==> config.mk <==
export PLATFORM = sky130hd
export DESIGN_NAME = spi_ram_arbiter_flat
export DESIGN_NICKNAME = d
export VERILOG_FILES = /design/src/rtl/spi_ram_arbiter_if.sv /design/src/rtl/spi_ram_arbiter.sv /design/src/flat_wrapper.sv
export SDC_FILE = /design/constraint.sdc
export NUM_CORES = 1
export LEC_CHECK = 0
export CAP_MARGIN = 20
export CORE_ASPECT_RATIO = 1.2
export CORE_MARGIN = 2
export CORE_UTILIZATION = 40
export CTS_BUF_LIST = sky130_fd_sc_hd__clkbuf_4 sky130_fd_sc_hd__clkbuf_8 sky130_fd_sc_hd__clkbuf_16
export DETAILED_ROUTE_END_ITERATION = 8
export HOLD_SLACK_MARGIN = 0.02
export PLACE_DENSITY = 0.64
export SYNTH_ARGS = -nofsm -noshare
export SYNTH_HDL_FRONTEND = slang
export SYNTH_SLANG_ARGS = --single-unit
==> constraint.sdc <==
create_clock -name clk -period 3.3 [get_ports clk]
set_input_delay 0.495 -clock clk [delete_from_list [all_inputs] [get_ports clk]]
set_output_delay 0.495 -clock clk [all_outputs]
set_load 0.01 [all_outputs]
==> src/rtl/spi_ram_arbiter_if.sv <==
`default_nettype none
// +--------------------------------------------------------------------------+
// | spi_ram_arbiter_if: SPI rx/tx, host port and RAM port bundle.  rev 1.0   |
// +--------------------------------------------------------------------------+
interface spi_ram_arbiter_if #(
   parameter int DATA_W    = 8,
   parameter int ADDR_SIZE = 8
);
   logic [DATA_W+1:0]    rx_data;
   logic                 rx_valid;
   logic [DATA_W-1:0]    tx_data;
   logic                 tx_valid;
   logic                 spi_overflow;
   logic                 host_req;
   logic                 host_we;
   logic [ADDR_SIZE-1:0] host_addr;
   logic [DATA_W-1:0]    host_wdata;
   logic                 host_gnt;
   logic                 host_rvalid;
   logic [DATA_W-1:0]    host_rdata;
   logic                 ram_en;
   logic                 ram_we;
   logic [ADDR_SIZE-1:0] ram_addr;
   logic [DATA_W-1:0]    ram_wdata;
   logic [DATA_W-1:0]    ram_rdata;

   modport slave (
      input  rx_data, rx_valid, host_req, host_we, host_addr, host_wdata, ram_rdata,
      output tx_data, tx_valid, spi_overflow, host_gnt, host_rvalid, host_rdata,
             ram_en, ram_we, ram_addr, ram_wdata
   );

   modport master (
      output rx_data, rx_valid, host_req, host_we, host_addr, host_wdata, ram_rdata,
      input  tx_data, tx_valid, spi_overflow, host_gnt, host_rvalid, host_rdata,
             ram_en, ram_we, ram_addr, ram_wdata
   );
endinterface
`default_nettype wire

==> src/rtl/spi_ram_arbiter.sv <==
`default_nettype none
// +--------------------------------------------------------------------------+
// | spi_ram_arbiter: round-robin RAM sharing between SPI ops and host. rev 1.0|
// +--------------------------------------------------------------------------+
module spi_ram_arbiter #(
   parameter int MEM_DEPTH = 256,
   parameter int ADDR_SIZE = $clog2(MEM_DEPTH),
   parameter int DATA_W    = 8
) (
   input wire clk,
   input wire rst,
   spi_ram_arbiter_if.slave bus
);
   localparam int ENTRY_W = 1 + ADDR_SIZE + DATA_W;

   typedef enum logic [1:0] {
      IDLE     = 2'd0,
      SPI_ACC  = 2'd1,
      HOST_ACC = 2'd2,
      RD_WAIT  = 2'd3
   } state_t;

   state_t               state;
   logic                 last_grant_spi;
   logic                 rd_for_spi;
   logic [ADDR_SIZE-1:0] wr_addr;
   logic [ADDR_SIZE-1:0] rd_addr;
   logic [ENTRY_W-1:0]   fifo_mem [2];
   logic                 wr_ptr;
   logic                 rd_ptr;
   logic [1:0]           count;
   logic [DATA_W-1:0]    tx_data_r;
   logic                 tx_valid_r;
   logic [DATA_W-1:0]    host_rdata_r;
   logic                 host_rvalid_r;
   logic                 overflow_r;

   logic [1:0]           cmd;
   logic                 is_op;
   logic                 pop;
   logic                 push;
   logic [ENTRY_W-1:0]   head;
   logic                 head_we;
   logic [ADDR_SIZE-1:0] head_addr;
   logic [DATA_W-1:0]    head_data;
   logic [ENTRY_W-1:0]   new_entry;

   assign cmd       = bus.rx_data[DATA_W+1:DATA_W];
   assign is_op     = bus.rx_valid && cmd[0];
   assign pop       = (state == SPI_ACC);
   // A pop in the same cycle frees a slot, so a full FIFO still accepts the push.
   assign push      = is_op && ((count != 2'd2) || pop);
   assign head      = fifo_mem[rd_ptr];
   assign head_we   = head[ENTRY_W-1];
   assign head_addr = head[ENTRY_W-2 -: ADDR_SIZE];
   assign head_data = head[DATA_W-1:0];
   assign new_entry = cmd[1] ? {1'b0, rd_addr, {DATA_W{1'b0}}}
                             : {1'b1, wr_addr, bus.rx_data[DATA_W-1:0]};

   always_ff @(posedge clk) begin
      if (rst) begin
         state          <= IDLE;
         last_grant_spi <= 1'b0;
         rd_for_spi     <= 1'b0;
         wr_addr        <= '0;
         rd_addr        <= '0;
         fifo_mem[0]    <= '0;
         fifo_mem[1]    <= '0;
         wr_ptr         <= 1'b0;
         rd_ptr         <= 1'b0;
         count          <= 2'd0;
         tx_data_r      <= '0;
         tx_valid_r     <= 1'b0;
         host_rdata_r   <= '0;
         host_rvalid_r  <= 1'b0;
         overflow_r     <= 1'b0;
      end else begin
         tx_valid_r    <= 1'b0;
         host_rvalid_r <= 1'b0;
         overflow_r    <= is_op && !push;

         if (bus.rx_valid && (cmd == 2'b00)) wr_addr <= bus.rx_data[ADDR_SIZE-1:0];
         if (bus.rx_valid && (cmd == 2'b10)) rd_addr <= bus.rx_data[ADDR_SIZE-1:0];

         if (push) begin
            fifo_mem[wr_ptr] <= new_entry;
            wr_ptr           <= ~wr_ptr;
         end
         if (pop) rd_ptr <= ~rd_ptr;
         count <= count + {1'b0, push} - {1'b0, pop};

         case (state)
            IDLE: begin
               if ((count != 2'd0) && (!bus.host_req || !last_grant_spi)) state <= SPI_ACC;
               else if (bus.host_req)                                      state <= HOST_ACC;
            end
            SPI_ACC: begin
               last_grant_spi <= 1'b1;
               rd_for_spi     <= 1'b1;
               state          <= head_we ? IDLE : RD_WAIT;
            end
            HOST_ACC: begin
               last_grant_spi <= 1'b0;
               rd_for_spi     <= 1'b0;
               state          <= bus.host_we ? IDLE : RD_WAIT;
            end
            RD_WAIT: begin
               if (rd_for_spi) begin
                  tx_data_r  <= bus.ram_rdata;
                  tx_valid_r <= 1'b1;
               end else begin
                  host_rdata_r  <= bus.ram_rdata;
                  host_rvalid_r <= 1'b1;
               end
               state <= IDLE;
            end
            default: state <= IDLE;
         endcase
      end
   end

   always_comb begin
      bus.ram_en    = 1'b0;
      bus.ram_we    = 1'b0;
      bus.ram_addr  = '0;
      bus.ram_wdata = '0;
      bus.host_gnt  = 1'b0;
      case (state)
         SPI_ACC: begin
            bus.ram_en    = 1'b1;
            bus.ram_we    = head_we;
            bus.ram_addr  = head_addr;
            bus.ram_wdata = head_data;
         end
         HOST_ACC: begin
            bus.ram_en    = 1'b1;
            bus.host_gnt  = 1'b1;
            bus.ram_we    = bus.host_we;
            bus.ram_addr  = bus.host_addr;
            bus.ram_wdata = bus.host_wdata;
         end
         default: ;
      endcase
   end

   assign bus.tx_data      = tx_data_r;
   assign bus.tx_valid     = tx_valid_r;
   assign bus.host_rdata   = host_rdata_r;
   assign bus.host_rvalid  = host_rvalid_r;
   assign bus.spi_overflow = overflow_r;
endmodule
`default_nettype wire

==> src/flat_wrapper.sv <==
// flat-port wrapper written by rule: the top's interface ports become plain ports
module spi_ram_arbiter_flat 
#(
   parameter int MEM_DEPTH = 256,
   parameter int ADDR_SIZE = $clog2(MEM_DEPTH),
   parameter int DATA_W    = 8
)
  (clk, rst, bus_rx_data, bus_rx_valid, bus_host_req, bus_host_we, bus_host_addr, bus_host_wdata, bus_ram_rdata, bus_tx_data, bus_tx_valid, bus_spi_overflow, bus_host_gnt, bus_host_rvalid, bus_host_rdata, bus_ram_en, bus_ram_we, bus_ram_addr, bus_ram_wdata);
  spi_ram_arbiter_if #(.DATA_W(DATA_W), .ADDR_SIZE(ADDR_SIZE)) bus_i ();
  input wire clk;
  input wire rst;
  input wire logic [$bits(bus_i.rx_data)-1:0] bus_rx_data;
  input wire logic [$bits(bus_i.rx_valid)-1:0] bus_rx_valid;
  input wire logic [$bits(bus_i.host_req)-1:0] bus_host_req;
  input wire logic [$bits(bus_i.host_we)-1:0] bus_host_we;
  input wire logic [$bits(bus_i.host_addr)-1:0] bus_host_addr;
  input wire logic [$bits(bus_i.host_wdata)-1:0] bus_host_wdata;
  input wire logic [$bits(bus_i.ram_rdata)-1:0] bus_ram_rdata;
  output wire logic [$bits(bus_i.tx_data)-1:0] bus_tx_data;
  output wire logic [$bits(bus_i.tx_valid)-1:0] bus_tx_valid;
  output wire logic [$bits(bus_i.spi_overflow)-1:0] bus_spi_overflow;
  output wire logic [$bits(bus_i.host_gnt)-1:0] bus_host_gnt;
  output wire logic [$bits(bus_i.host_rvalid)-1:0] bus_host_rvalid;
  output wire logic [$bits(bus_i.host_rdata)-1:0] bus_host_rdata;
  output wire logic [$bits(bus_i.ram_en)-1:0] bus_ram_en;
  output wire logic [$bits(bus_i.ram_we)-1:0] bus_ram_we;
  output wire logic [$bits(bus_i.ram_addr)-1:0] bus_ram_addr;
  output wire logic [$bits(bus_i.ram_wdata)-1:0] bus_ram_wdata;
  assign bus_i.rx_data = bus_rx_data;
  assign bus_i.rx_valid = bus_rx_valid;
  assign bus_i.host_req = bus_host_req;
  assign bus_i.host_we = bus_host_we;
  assign bus_i.host_addr = bus_host_addr;
  assign bus_i.host_wdata = bus_host_wdata;
  assign bus_i.ram_rdata = bus_ram_rdata;
  assign bus_tx_data = bus_i.tx_data;
  assign bus_tx_valid = bus_i.tx_valid;
  assign bus_spi_overflow = bus_i.spi_overflow;
  assign bus_host_gnt = bus_i.host_gnt;
  assign bus_host_rvalid = bus_i.host_rvalid;
  assign bus_host_rdata = bus_i.host_rdata;
  assign bus_ram_en = bus_i.ram_en;
  assign bus_ram_we = bus_i.ram_we;
  assign bus_ram_addr = bus_i.ram_addr;
  assign bus_ram_wdata = bus_i.ram_wdata;
  spi_ram_arbiter #(.MEM_DEPTH(MEM_DEPTH), .ADDR_SIZE(ADDR_SIZE), .DATA_W(DATA_W)) u_core (.clk(clk), .rst(rst), .bus(bus_i));
endmodule
Word level (Yosys, flattened, before mapping)
Memories as Yosys holds them, arrays and structs flattened. A register that Yosys moved wholly into a read port is not among the register bits. Index checks and enable logic that the tools add are counted.

Mux-type cells: 24. Reduce and logical (&&, ||, !) cells: 20. Add/sub/neg operators: 2. Bitwise logic cells: 4. Equality and inequality tests: 6.

Operator list (count): $mux W17 (2); $pmux W8 S2 (2); $reduce_or A17 Y1 (1); $mux W1 (13); $mux W2 (4); $pmux W2 S4 (1); $eq A2 B2 Y1 const B (3); $logic_and A1 B1 Y1 (6); $logic_not A2 Y1 (2); $not A1 Y1 (4); $pmux W1 S2 (2); $reduce_and A2 Y1 (2); $reduce_bool A2 Y1 (2); $reduce_or A2 Y1 (2); $logic_not A1 Y1 (3); $ne A3 B2 Y1 const B (1); $add A2 B1 Y2 (1); $eq A2 B1 Y1 const B (1); $logic_or A1 B1 Y1 (2); $ne A2 B2 Y1 const B (1); $sub A2 B1 Y2 (1).

Register bits: 42. Memories: 1. Word-level logic and storage cells: 69. Bits in writable memories: 34.

Memory list: u_core.fifo_mem (words 2, width 17, rd ports 1, clocked after memory_dff 1, wr ports 2, line spi_ram_arbiter.sv:28) `logic [ENTRY_W-1:0] fifo_mem [2];`.

Logic depth before layout (Yosys ltp)
Gate-level depths: netlist of the first run.

Depth in word-level cells: 8. Depth in mapped cells: 7. Gate-level depth less buffers: 6.

Worst setup path before layout of the first run
No wires, ideal clock.

Path kind: register to register. Start point: reg u_core.state[1]. End point: mem u_core.fifo_mem[0][0] (netlist bit) (enable). Arrival: 1754 ps. Library setup time: 376 ps. Data required time: 2924 ps. Path buffers: 1. Clock period less this slack: 2130 ps. Path slack: 1170 ps. Cell stages (with the launch flop): 7. Cell sequence: dfxtp_1 > inv_1 > ha_1 > nor3b_4 > or3_1 > buf_6 > nand2b_1.

RTL lines: start, declared (line spi_ram_arbiter.sv:23) `state_t state;`; start signal, assigned (line spi_ram_arbiter.sv:100) `state <= head_we ? IDLE : RD_WAIT;`; start signal, assigned (line spi_ram_arbiter.sv:105) `state <= bus.host_we ? IDLE : RD_WAIT;`; end, declared (line spi_ram_arbiter.sv:28).

Worst setup path after layout of the first run
Start point: reg u_core.state[1]. End point: out bus_ram_addr[2].

Cells in the longest elaborated chain, start to end: 2.

RTL lines: $eq A2 B2 Y1 / $eq A2 B1 Y1 (equally long branches) (line spi_ram_arbiter.sv:128) `case (state)`; $pmux W8 S2 * (line spi_ram_arbiter.sv:128); end, declared (line flat_wrapper.sv:27) `output wire logic [$bits(bus_i.ram_addr)-1:0] bus_ram_addr;`.

Every way passes the cells marked *; elsewhere a longest branch is shown, timed or not.

==> out/qor.txt, run 1 <==
Skew-Pair Late Insertion Delay = 0.35 ns
vias per cell = 4.94
I/O pins = 77
Final Slew Violations = 0
TritonCTS Sinks = 77
Cell Area, Synth = 0.00347 mm2
setup TNS = 0 ns
Mapped Nets = 372
Tmin final = 2.97 ns
initial core utilization = 40.7%
via count = 2587
relative slew slack = 47.5%
count of buffers from port buffering = 76
DRC = 0
largest net degree at the start of global routing = 42
Max Freq = 0.337 GHz
RSZ-0062 raised after global routing = false
worst endpoint required time = 2.80 ns
Hold Path Class = reg2reg
DP Wirelength = 5500 um
GR Util All Layers = 17.3%
Design Area, Final = 0.00460 mm2
Die Ht = 106 um
Crit Path Class = reg2out
setup bufs post-CTS = 0
Cells after DPL = 508
arrival time at the worst endpoint = 2.47 ns
CP Launch Type = register
post-synthesis sequential area ratio = 54.3%
core area = 0.00852 mm2
ratio of final minimum period to clock period = 90.0%
Netlist cell types = 38
Synth warnings = 0
share of cells above drive strength 1 = 10.1%
post-route ant nets = 0
Syn Area/Cell = 10.6 um2
Setup Skew = 0.00987 ns
# rows = 37
Leak = 1.65 nW
n_diodes = 0
final setup fails = 0
CTS hold repair buffers = 0
Max VDD drop = 0.000263 V
final cell count without fillers = 524
Fill cells = 792
DR pass1 iterations = 5
Die Width = 89.0 um
synth top area cells = edfxtp_1, dfxtp_1, mux2i_1, nand2_1, and2_1
outcome = completed
final hold viol count = 0
worst slew pin tran = 0.787 ns
nets@finish = 447
clk buf depth = 2
antenna violations before repair = 0
CTS resizes = 0
GP Congestion = 0.787
crit-path max FO = 17
maxcap violations = 0
gr ovfl total = 0
CTS tree = built
most common cell after layout, fill and taps aside = clkdlybuf4s50_1
Yosys reg bits = 77
routed len/inst = 14.8 um
drt initial violations = 125
cell accounting for the most synthesized area = edfxtp_1
vias in the first global route = 2550
pwr dens = 630 mW/mm2
commonest non-fill, non-tap cells in the layout = clkdlybuf4s50_1, nand2_1, dfxtp_1, mux2i_1, edfxtp_1
synthesis-to-finish area growth = 32.9%
top cell type's share of synthesized area = 29.5%
die area = 0.00943 mm2
CTS buffer count = 9
Routed WL = 7730 um
Clock Tree Root = clkbuf_8
placed instance area = 0.00434 mm2
global-route wire length before repair = 12300 um
# H-tree levels = 3
Worst setup EP type = output pin
Clock transition at path regs = 0.08 ns
fin util = 54.1%
post-synthesis cell count = 327
state kept, by name, indices dropped and copies added, names as in the netlist, named ones only:
name,flops
u_core.count,2
u_core.bus.host_rvalid,1
u_core.fifo_mem,34
u_core.wr_ptr,1
u_core.rd_ptr,1
u_core.wr_addr,8
u_core.state,2
u_core.last_grant_spi,1
u_core.bus.tx_valid,1
u_core.bus.spi_overflow,1
u_core.bus.host_rdata,8
u_core.rd_addr,8
u_core.bus.tx_data,8
routing by layer:
layer	vias up	routed length, um	share of wire, %	GRT usage, %
met2	67	3840	50	28.5
met5	-	0	0	0
met4	0	124	1.6	7.04
met3	11	349	4.5	3.73
li1	1294	-	-	-
met1	1215	3410	44	21.9
worst paths after layout:
check / endpoint / cells past startpoint / slack (ns) / startpoint
worst max-delay path: bus_ram_addr[2] / 5 / 0.33 / u_core.state[1]
worst min-delay path: u_core.bus.host_rdata[6] / 2 / 0.45 / u_core.bus.host_rdata[6]
worst max register to register: u_core.fifo_mem[1][0] / 6 / 0.94 / u_core.state[1]
worst min register to register: u_core.bus.host_rdata[6] / 2 / 0.45 / u_core.bus.host_rdata[6]
where the power goes:
group	leakage (nW)	internal [mW]	switching (mW)	total (mW)
registers	0.706	1.09	0.0832	1.17
clock network	0.134	0.589	0.344	0.933
logic	0.807	0.385	0.415	0.800
cell type report:
class | instances | area (um2) | area share, %
flip-flops and latches | 77 | 1880 | 40.9
multi-input cells | 223 | 1470 | 31.8
repair buffers | 85 | 823 | 17.9
well taps | 117 | 146 | 3.18
clock inverters | 6 | 134 | 2.91
clock buffers | 10 | 131 | 2.85
inverters | 6 | 22.5 | 0.489
stage by stage:
stage               hold WS [ns]  setup WS [ns]  power (mW)
finish                     0.455          0.330        2.90
global route               0.476         0.0744        3.05
CTS                        0.458          0.221        2.93
detailed placement         0.447          0.617        2.00
global placement           0.443          0.712        1.99
floorplan                  0.460           1.17        1.67
Yosys cell counts, drive strengths merged:
cell,count
nor2,22
or2,2
nor4,1
nor4b,2
and2,18
edfxtp,34
nor2b,1
nand4,1
a221oi,2
inv,6
nand2b,3
a31oi,2
nor3,20
a21oi,18
dfxtp,43
clkbuf,12
nand3b,2
a311o,1
ha,6
buf,9
xnor2,1
or3b,1
nand2,45
nor3b,3
nand3,9
or3,1
a32oi,1
mux2i,41
o21ai,19
xor2,1
logic make-up (layout without fill, tap and decap cells):
family,count (synthesis),after routing,synth area share (%)
buffers and inverters,27,107,3.43
xor gates and xnor gates,2,2,0.506
muxes,41,41,11.8
adders and majority gates,6,6,2.17
and+or+nand+nor,131,131,20.9
DFF,77,77,54.3
AOI/OAI and AO/OA,43,43,6.86
worst max-delay path: stages (launching register included):
cell and delay (ns):
dfxtp_1 0.34, inv_1 0.10, ha_1 0.34, nand2_1 0.45
o21ai_0 0.31, clkdlybuf4s50_1 0.58
Note: power is estimated with default switching activity, not from simulation.
==> run 2: changes to the inputs <==
Settings changed: ABC_CLOCK_PERIOD_IN_PS set to 3300.
==> results of run 2 <==
Same layout as run 1: the final DEF is identical, and so are final timing and power.
